--- src/rtl/tl_a_client_arbiter.sv ---
// Two-client TileLink-UH A-channel arbiter: keeps multi-beat messages atomic,
// alternates clients round-robin at message boundaries, routes D back by source bit 5.
module tl_a_client_arbiter (
  input  logic         clock,
  input  logic         reset,

  input  logic         in0_a_valid,
  output logic         in0_a_ready,
  input  logic [2:0]   in0_a_bits_opcode,
  input  logic [2:0]   in0_a_bits_param,
  input  logic [2:0]   in0_a_bits_size,
  input  logic [4:0]   in0_a_bits_source,
  input  logic [31:0]  in0_a_bits_address,
  input  logic [15:0]  in0_a_bits_mask,
  input  logic [127:0] in0_a_bits_data,
  input  logic         in0_a_bits_corrupt,

  input  logic         in1_a_valid,
  output logic         in1_a_ready,
  input  logic [2:0]   in1_a_bits_opcode,
  input  logic [2:0]   in1_a_bits_param,
  input  logic [2:0]   in1_a_bits_size,
  input  logic [4:0]   in1_a_bits_source,
  input  logic [31:0]  in1_a_bits_address,
  input  logic [15:0]  in1_a_bits_mask,
  input  logic [127:0] in1_a_bits_data,
  input  logic         in1_a_bits_corrupt,

  output logic         out_a_valid,
  input  logic         out_a_ready,
  output logic [2:0]   out_a_bits_opcode,
  output logic [2:0]   out_a_bits_param,
  output logic [2:0]   out_a_bits_size,
  output logic [5:0]   out_a_bits_source,
  output logic [31:0]  out_a_bits_address,
  output logic [15:0]  out_a_bits_mask,
  output logic [127:0] out_a_bits_data,
  output logic         out_a_bits_corrupt,

  input  logic         out_d_valid,
  output logic         out_d_ready,
  input  logic [2:0]   out_d_bits_opcode,
  input  logic [1:0]   out_d_bits_param,
  input  logic [2:0]   out_d_bits_size,
  input  logic [5:0]   out_d_bits_source,
  input  logic [3:0]   out_d_bits_sink,
  input  logic         out_d_bits_denied,
  input  logic [127:0] out_d_bits_data,
  input  logic         out_d_bits_corrupt,

  output logic         in0_d_valid,
  input  logic         in0_d_ready,
  output logic [2:0]   in0_d_bits_opcode,
  output logic [1:0]   in0_d_bits_param,
  output logic [2:0]   in0_d_bits_size,
  output logic [4:0]   in0_d_bits_source,
  output logic [3:0]   in0_d_bits_sink,
  output logic         in0_d_bits_denied,
  output logic [127:0] in0_d_bits_data,
  output logic         in0_d_bits_corrupt,

  output logic         in1_d_valid,
  input  logic         in1_d_ready,
  output logic [2:0]   in1_d_bits_opcode,
  output logic [1:0]   in1_d_bits_param,
  output logic [2:0]   in1_d_bits_size,
  output logic [4:0]   in1_d_bits_source,
  output logic [3:0]   in1_d_bits_sink,
  output logic         in1_d_bits_denied,
  output logic [127:0] in1_d_bits_data,
  output logic         in1_d_bits_corrupt
);

  logic       locked;
  logic       owner;
  logic       prio;
  logic [2:0] beats_left;

  logic       grant;
  logic       has_grant;
  logic       fire;
  logic       last_beat;
  logic [3:0] msg_beats;

  // NOTE: every combinational output gets a default first so no path can infer a latch.
  always_comb begin
    grant = 1'b0;
    if (locked)                         grant = owner;
    else if (in0_a_valid && in1_a_valid) grant = prio;
    else if (in1_a_valid)               grant = 1'b1;
  end

  assign has_grant = locked | in0_a_valid | in1_a_valid;

  // Valid comes only from the selected client, never from out_a_ready.
  assign out_a_valid        = grant ? in1_a_valid        : in0_a_valid;
  assign out_a_bits_opcode  = grant ? in1_a_bits_opcode  : in0_a_bits_opcode;
  assign out_a_bits_param   = grant ? in1_a_bits_param   : in0_a_bits_param;
  assign out_a_bits_size    = grant ? in1_a_bits_size    : in0_a_bits_size;
  assign out_a_bits_source  = {grant, grant ? in1_a_bits_source : in0_a_bits_source};
  assign out_a_bits_address = grant ? in1_a_bits_address : in0_a_bits_address;
  assign out_a_bits_mask    = grant ? in1_a_bits_mask    : in0_a_bits_mask;
  assign out_a_bits_data    = grant ? in1_a_bits_data    : in0_a_bits_data;
  assign out_a_bits_corrupt = grant ? in1_a_bits_corrupt : in0_a_bits_corrupt;

  assign in0_a_ready = out_a_ready & has_grant & ~grant;
  assign in1_a_ready = out_a_ready & has_grant & grant;

  // Data-carrying opcodes (0..3) larger than one 16-byte beat span 2, 4 or 8 beats.
  always_comb begin
    msg_beats = 4'd1;
    if (!out_a_bits_opcode[2] && out_a_bits_size > 3'd4)
      msg_beats = 4'd1 << (out_a_bits_size - 3'd4);
  end

  assign fire      = out_a_valid & out_a_ready;
  assign last_beat = locked ? (beats_left == 3'd1) : (msg_beats == 4'd1);

  // NOTE: state registers use non-blocking assignments so every update sees pre-edge values.
  always_ff @(posedge clock or negedge reset) begin
    if (!reset) begin
      locked     <= 1'b0;
      owner      <= 1'b0;
      prio       <= 1'b0;
      beats_left <= 3'd0;
    end else if (fire) begin
      if (locked) begin
        beats_left <= beats_left - 3'd1;
        if (beats_left == 3'd1) locked <= 1'b0;
      end else if (msg_beats != 4'd1) begin
        locked     <= 1'b1;
        owner      <= grant;
        beats_left <= 3'(msg_beats - 4'd1);
      end
      if (last_beat) prio <= ~grant;
    end
  end

  // D channel: stateless steering on the client bit prepended to the source.
  assign in0_d_valid = out_d_valid & ~out_d_bits_source[5];
  assign in1_d_valid = out_d_valid &  out_d_bits_source[5];
  assign out_d_ready = out_d_bits_source[5] ? in1_d_ready : in0_d_ready;

  assign in0_d_bits_opcode  = out_d_bits_opcode;
  assign in0_d_bits_param   = out_d_bits_param;
  assign in0_d_bits_size    = out_d_bits_size;
  assign in0_d_bits_source  = out_d_bits_source[4:0];
  assign in0_d_bits_sink    = out_d_bits_sink;
  assign in0_d_bits_denied  = out_d_bits_denied;
  assign in0_d_bits_data    = out_d_bits_data;
  assign in0_d_bits_corrupt = out_d_bits_corrupt;

  assign in1_d_bits_opcode  = out_d_bits_opcode;
  assign in1_d_bits_param   = out_d_bits_param;
  assign in1_d_bits_size    = out_d_bits_size;
  assign in1_d_bits_source  = out_d_bits_source[4:0];
  assign in1_d_bits_sink    = out_d_bits_sink;
  assign in1_d_bits_denied  = out_d_bits_denied;
  assign in1_d_bits_data    = out_d_bits_data;
  assign in1_d_bits_corrupt = out_d_bits_corrupt;

endmodule
--- config.mk ---
export PLATFORM = sky130hd
export DESIGN_NAME = tl_a_client_arbiter
export DESIGN_NICKNAME = d
export VERILOG_FILES = /design/src/rtl/tl_a_client_arbiter.sv
export SDC_FILE = /design/constraint.sdc
export NUM_CORES = 1
export LEC_CHECK = 0
export CORE_AREA = 4 4 395 397
export DETAILED_ROUTE_END_ITERATION = 10
export DIE_AREA = 0 0 399 401
export GPL_TIMING_DRIVEN = 0
export SLEW_MARGIN = 20
export SYNTH_ARGS = -nofsm -noshare
export SYNTH_HDL_FRONTEND = slang
export SYNTH_SLANG_ARGS = --single-unit
--- constraint.sdc ---
create_clock -name clock -period 3.6 [get_ports clock]
set_clock_uncertainty 0.1 [all_clocks]
set_input_delay 1.08 -clock clock [delete_from_list [all_inputs] [get_ports clock]]
set_output_delay 1.08 -clock clock [all_outputs]
set_load 0.03 [all_outputs]
==> key figures, run 1 <==
Synthesis
  • Synth unique cells: 39
  • Sequential-to-total area share from yosys stat: 2.91%
  • Synth Instances: 978
  • Synth Cell Area: 0.00516 sq mm
  • Post-synth EDFFs: 0
  • Post-synthesis sequential element count: 6
  • Synth Area per Inst: roughly 5.3 sq um
  • Total nets after synthesis: 1520
  • Syn. warnings: 0
  • Post-synthesis async set-or-reset flop share: 100%
  • Top_reg_cell synth: dfrtp_1

Setup path
  • Crit Path Max Fanout: 10
  • R2R Path End: owner
  • Crit path launch type: input port
  • Crit. End Element: output pin
  • Reg2reg start: locked
  • Register-to-Register Path Depth: 13
  • Worst Path Arrival: 2630 ps
  • Slowest-stage cell, CP: clkbuf_16
  • Req. time, crit path: about 2400 ps
  • Reg-to-reg slack, setup: 410 ps
  • Critical path's largest stage delay: approximately 230 ps
  • Critical setup path kind: input port to output pin
  • Crit-path cells: buf_8 -> nor2b_4 -> o21a_1 -> buf_6 -> clkbuf_16 -> buf_12 -> nand2_1 -> nand2_1 -> buf_6

Power
  • Leak pwr: approximately 9 nW
  • Power, Total: 15.9 mW
  • PD cells: just under 800 mW/mm^2
  • Peak VDD IR: 479 uV

STA
  • Slew Limit Headroom: 51.8%
  • Unrepaired setup endpoints after global routing: true
  • Crit share post-route: 106%
  • Final Setup Violations: 170
  • Final Max Slew Viols: 0
  • Worst setup margin: -207 ps
  • Highest Clock Rate: around 0.26 GHz
  • Period minus WS final: 3810 ps
  • Fin. Hold Viols: 0
  • Least-Margin Pin Slew: 721 ps

Routing
  • Final WL: 109 mm
  • Iter 0 DRT Violations: 581
  • Vias per cell: 2.57
  • Routed vias: 10.1k
  • Post-route ant nets: 0
  • Drt drc: 0
  • WL per Instance: 27.5 um
  • DR pass1 iterations: 5

Clocking
  • CTS root buffer: clkbuf_16
  • CTS clk-pin slew, worst paths: 30 ps
  • Clk_lat worst skew: around 230 ps
  • H-Tree Level Count: 1
  • CTS tree: yes
  • CTS buffer count: 3
  • Max clock buf depth: 2
  • CTS Sinks: 6

GRT
  • GR Util All Layers: approximately 12%
  • Initial antenna violation count: 39
  • Global-route wire length before repair: approximately 120 mm
  • Largest net degree at the start of global routing: 11
  • Grt ovf: 0
  • Vias in the first global route: a little under 10k

Flow run
  • Max_cap viols: 0

Floorplanning
  • Total core area: approximately 0.15 sq mm
  • Die Y: 401 um
  • Die area: 0.160 sq mm
  • Initial Utilization: 3.40%
  • Number of core rows: 143
  • Io pins: 1030
  • Die X-Extent: 399 um

Cells and area
  • Design area: roughly 0.02 sq mm
  • Layout Nets: 2452
  • Syn-to-layout area delta: 292%
  • Most frequent cells in the layout: 681 x clkdlybuf4s50_1, 324 x nand2_1, 319 x buf_4
  • Layout cells sized above 1: between 40% and 50%
  • Commonest non-fill, non-tap cell in the layout: clkdlybuf4s50_1

Worst hold path
  • Hold Crit Endpoint: beats_left[1]
  • Hold wc startpoint: beats_left[1]
  • Worst hold path stage count: 1
  • HP Class: flop to flop

Status
  • Status: complete, but fails checks
  • Failing checks: setup timing

Place
  • Area of placed instances: between 0.015 and 0.02 sq mm
  • Worst slack at placement: -2620 ps
  • GPL Wtd Cong: 0.992
  • Post-DP HPWL: 97.5 mm
  • I/O Buffers: 882
-- cell usage after synthesis (all sizes together), types with 2 or more instances --
cell	number	area share [%]
inv	5	0.36
dfrtp	6	2.9
nor2	2	0.15
clkbuf	27	2.0
ha	4	0.97
o211ai	2	0.29
and2	2	0.24
nand2b	5	0.61
nand2	576	42
o2111ai	2	0.34
mux2i	2	0.39
buf	312	45
o22a	2	0.34
o21ai	3	0.29
mux2	3	0.73
nor2b	5	0.61
o21a	2	0.29
a21oi	2	0.19
-- registers in the layout, indices dropped and copies added (netlist names) --
name	cells
beats_left	3
prio	1
locked	1
owner	1
-- worst max-delay path by stage --
stage / slack (ps) / cells after the start / startpoint / end
2_1_floorplan: -40 / 8 / in0_a_valid / out_a_bits_address[0]
3_3_place_gp: -3320 / 9 / in0_a_valid / out_a_bits_data[9]
3_5_place_dp: -2620 / 9 / in0_a_valid / out_a_bits_data[126]
4_1_cts: -240 / 12 / in0_a_valid / out_a_bits_data[8]
5_1_grt: -280 / 9 / in0_a_valid / out_a_bits_data[126]
6_report: -210 / 9 / in0_a_valid / out_a_bits_data[126]
-- what timing repair did --
item	4_1_cts	5_1_grt
endpoints found under the setup margin	203	199
setup buffers	6	19
hold buffers	0	0
gates resized for setup	1309	763
pin swaps	16	139
endpoints found under the hold margin	0	0
gates cloned	1	18
-- power by group --
group | internal (mW) | total [mW] | switching (mW) | leakage (nW)
registers | 0.100 | 0.136 | 0.0355 | 0.0671
logic | 6.22 | 15.6 | 9.37 | 8.68
clock network | 0.143 | 0.183 | 0.0399 | 0.0371
-- final cells by class --
type                       count  area, sq um
sequential                     6          150
fill                       17300       132000
inverter                       5         31.3
clock buffer                   3         75.1
timing repair buffer         927        10200
multi-input combinational    628         4200
buffer                       339         2950
tap                         2030         2540
antenna                       16         40.0
-- metal layers --
layer,global-route usage [%],part of all wire [%],routed length (um)
met1,14.4,39,42900
met2,20.2,45,49200
met3,5.35,12,12800
met4,1.59,3.3,3540
met5,0,0.20,214
-- logic make-up (layout without fill, tap and decap cells) --
| group | after synthesis | count (layout) | share of synthesized area (%) |
|---|---|---|---|
| AOI/OAI and AO/OA | 21 | 21 | 3.37 |
| xor gates and xnor gates | 1 | 1 | 0.170 |
| adders and majority gates | 4 | 4 | 0.970 |
| buffers and inverters | 344 | 1274 | 46.9 |
| DFF | 6 | 6 | 2.91 |
| muxes | 5 | 5 | 1.12 |
| other | 0 | 16 | 0 |
| and+or+nand+nor | 597 | 597 | 44.5 |
-- metrics by stage --
stage / std cells / utilization [%] / hold slack, ps / setup TNS, ps
after global routing: 3946 / 13.3 / 434 / -22770
after CTS: 3902 / 11.5 / 386 / -31490
after detailed placement: 3892 / 10.9 / 379 / -376140
after global placement: 3890 / 10.9 / 374 / -512270
after floorplan: 978 / - / 360 / -2560
final: 3954 / 13.3 / 384 / -14800
-- worst max-delay path: cells and delay by family --
| family | cells | cell delay [ps] |
|---|---|---|
| buffers and inverters | 5 | 830 |
| and+or+nand+nor | 3 | 530 |
| AOI/OAI and AO/OA | 1 | 140 |
(Power assumes the default switching activity.)
==> run 2, diff against run 1 <==
--- a/config.mk
+++ b/config.mk
@@ -9,6 +9,7 @@
 export DETAILED_ROUTE_END_ITERATION = 10
 export DIE_AREA = 0 0 399 401
 export GPL_TIMING_DRIVEN = 0
+export REMOVE_ABC_BUFFERS = 1
 export SLEW_MARGIN = 20
 export SYNTH_ARGS = -nofsm -noshare
 export SYNTH_HDL_FRONTEND = slang
==> key figures, run 2 (same netlist as run 1, synthesis figures left out) <==
Setup path
  • Worst Path Arrival: 2570 ps (was 2630 ps)
  • Cell repeated most along the worst path: buf_12
  • Crit. End Element: output pin (unchanged)
  • Req. time, crit path: 2420 ps (about the same)
  • Delay-heaviest family, CP: buffers and inverters (unchanged)
  • Critical path's largest stage delay: 230 ps (about the same)
  • WP buf/inv: 6 (was 5)
  • Slowest-stage cell, CP: o21a_4 (was clkbuf_16)
  • Reg2reg start: locked (unchanged)
  • Register-to-Register Path Depth: 13 (unchanged)
  • Crit. Startpoint: in0_a_valid (unchanged)
  • Crit path depth: 10 (was 9)
  • Critical setup path kind: input port to output pin (unchanged)
  • Crit-path cells: buf_8 -> nor2b_4 -> o21a_4 -> buf_16 -> buf_12 -> buf_12 -> clkbuf_16 -> nand2_4 -> nand2_8 -> buf_6 (was buf_8 -> nor2b_4 -> o21a_1 -> buf_6 -> clkbuf_16 -> buf_12 -> nand2_1 -> nand2_1 -> buf_6)
  • Reg-to-reg slack, setup: -10 ps (was 410 ps)
  • Worst Setup EP: out_a_bits_data[9] (was out_a_bits_data[126])
  • Crit path launch type: input port (unchanged)
  • R2R Path End: owner (unchanged)
  • Crit Path Max Fanout: 5 (was 10)

Power
  • Leak pwr: 6.38 nW (was 8.79 nW)
  • Power, Total: 16.4 mW (was 15.9 mW)
  • PD cells: 1050 mW/mm^2 (was 787 mW/mm^2)
  • Peak VDD IR: 627 uV (was 479 uV)

Cells and area
  • Design area: 0.0157 sq mm (was 0.0202 sq mm)
  • Multi-input logic area: 0.00448 sq mm (was 0.00420 sq mm)
  • Commonest non-fill, non-tap cell in the layout: clkdlybuf4s50_1 (unchanged)
  • Layout cells sized above 1: 44.6% (was 44.3%)
  • Filler cells: 17.4k (was 17.3k)
  • Syn-to-layout area delta: 204% (was 292%)
  • Fin cells: 3351 (was 3954)
  • Layout Nets: 1857 (was 2452)
  • Register with the most flip-flops: beats_left (unchanged)
  • Seq. cell area: 150 sq um (unchanged)
  • Number of flip-flops in the largest register: 3 (unchanged)
  • Most frequent cells in the layout: 388 x clkdlybuf4s50_1, 288 x nand2_1, 162 x nand2_4 (was 681 x clkdlybuf4s50_1, 324 x nand2_1, 319 x buf_4)

Floorplanning
  • Total core area: 0.152 sq mm (unchanged)
  • Die X-Extent: 399 um (unchanged)
  • Io pins: 1030 (unchanged)
  • Initial Utilization: 3.40% (unchanged)
  • Die Y: 401 um (unchanged)
  • Number of core rows: 143 (unchanged)
  • Die area: 0.160 sq mm (unchanged)

STA
  • Period minus WS final: 3750 ps (was 3810 ps)
  • Unrepaired setup endpoints after global routing: true (unchanged)
  • Final Max Slew Viols: 0 (unchanged)
  • Crit share post-route: 104% (was 106%)
  • Highest Clock Rate: 0.266 GHz (was 0.263 GHz)
  • Worst setup margin: -153 ps (was -207 ps)
  • Final Setup Violations: 137 (was 170)
  • Slew Limit Headroom: 55.6% (was 51.8%)
  • Hold_ws: 393 ps (was 384 ps)
  • Least-Margin Pin Slew: 668 ps (was 721 ps)
  • Fin. Hold Viols: 0 (unchanged)

Clocking
  • H-Tree Level Count: 1 (unchanged)
  • Clk_lat worst skew: 230 ps (about the same)
  • CTS tree: yes (unchanged)
  • Max clock buf depth: 2 (unchanged)
  • CTS Sinks: 6 (unchanged)
  • CTS clk-pin slew, worst paths: 30 ps (about the same)
  • CTS root buffer: clkbuf_16 (unchanged)
  • CTS buffer count: 3 (unchanged)

GRT
  • Largest net degree at the start of global routing: 64 (was 11)
  • Grt ovf: 0 (unchanged)
  • GR Util All Layers: 18.6% (was 12.0%)
  • Global-route wire length before repair: 174 mm (was 122 mm)
  • Initial antenna violation count: 20 (was 39)
  • Vias in the first global route: 8026 (was 9618)

Status
  • Status: complete, but fails checks (unchanged)
  • Failing checks: setup timing (unchanged)

Routing
  • Drt drc: 0 (unchanged)
  • Vias per cell: 2.67 (was 2.57)
  • Final WL: 162 mm (was 109 mm)
  • DR pass1 iterations: 5 (unchanged)
  • Routed vias: 8933 (was 10.1k)
  • Iter 0 DRT Violations: 490 (was 581)
  • WL per Instance: 48.3 um (was 27.5 um)
  • Post-route ant nets: 0 (unchanged)

Place
  • I/O Buffers: 588 (was 882)
  • Area of placed instances: 0.0113 sq mm (was 0.0166 sq mm)
  • GPL Wtd Cong: 0.733 (was 0.992)
  • Worst slack at placement: -2430 ps (was -2620 ps)
  • Inst Count DP: 3261 (was 3892)
  • Post-DP HPWL: 133 mm (was 97.5 mm)

Worst hold path
  • HP Class: flop to flop (unchanged)
  • Worst hold path stage count: 1 (unchanged)

Flow run
  • Max_cap viols: 0 (unchanged)
-- run 2: final cells by class --
class,count,share of cell area [%]
repair inverters,13,1.86
inverters,5,0.223
diodes,8,0.127
flip-flops and latches,6,0.956
repair buffers,657,51.7
clock buffers,3,0.478
multi-input cells,629,28.5
well taps,2030,16.2
-- run 2: worst min path at each step --
stage	startpoint	endpoint	slack, ps
CTS	beats_left[1]	beats_left[1]	390
floorplan	beats_left[1]	beats_left[1]	360
global placement	beats_left[1]	beats_left[1]	370
detailed placement	beats_left[1]	beats_left[1]	390
finish	beats_left[1]	beats_left[1]	390
global route	beats_left[1]	beats_left[1]	410
-- run 2: power by group --
group          internal [mW]  switching (mW)  leakage [nW]
logic                   6.19            9.93          6.28
registers             0.0999          0.0471        0.0671
clock network          0.142          0.0351        0.0370
-- run 2: repair_timing --
item / 4_1_cts / 5_1_grt
hold buffers: 0 / 0
pin swaps: 40 / 133
gates resized for setup: 1472 / 615
gates cloned: 28 / 18
setup buffers: 22 / 14
setup endpoints to repair: 203 / 186
-- run 2: through the flow --
| stage | TNS, ps | util (%) |
|---|---|---|
| 2_1_floorplan | -1086860 | - |
| 3_3_place_gp | -2523730 | 7.36 |
| 3_5_place_dp | -377310 | 7.44 |
| 4_1_cts | -19410 | 8.69 |
| 5_1_grt | -15010 | 10.3 |
| 6_report | -9450 | 10.3 |
-- run 2: layer usage --
metal  global-route usage (%)  vias up  share of wire (%)
met5                     9.23        -                1.3
met1                     17.8     3936                 33
met3                     17.6      159                 20
li1                         -     3345                  -
met4                     2.44       31                2.5
met2                     28.8     1462                 43
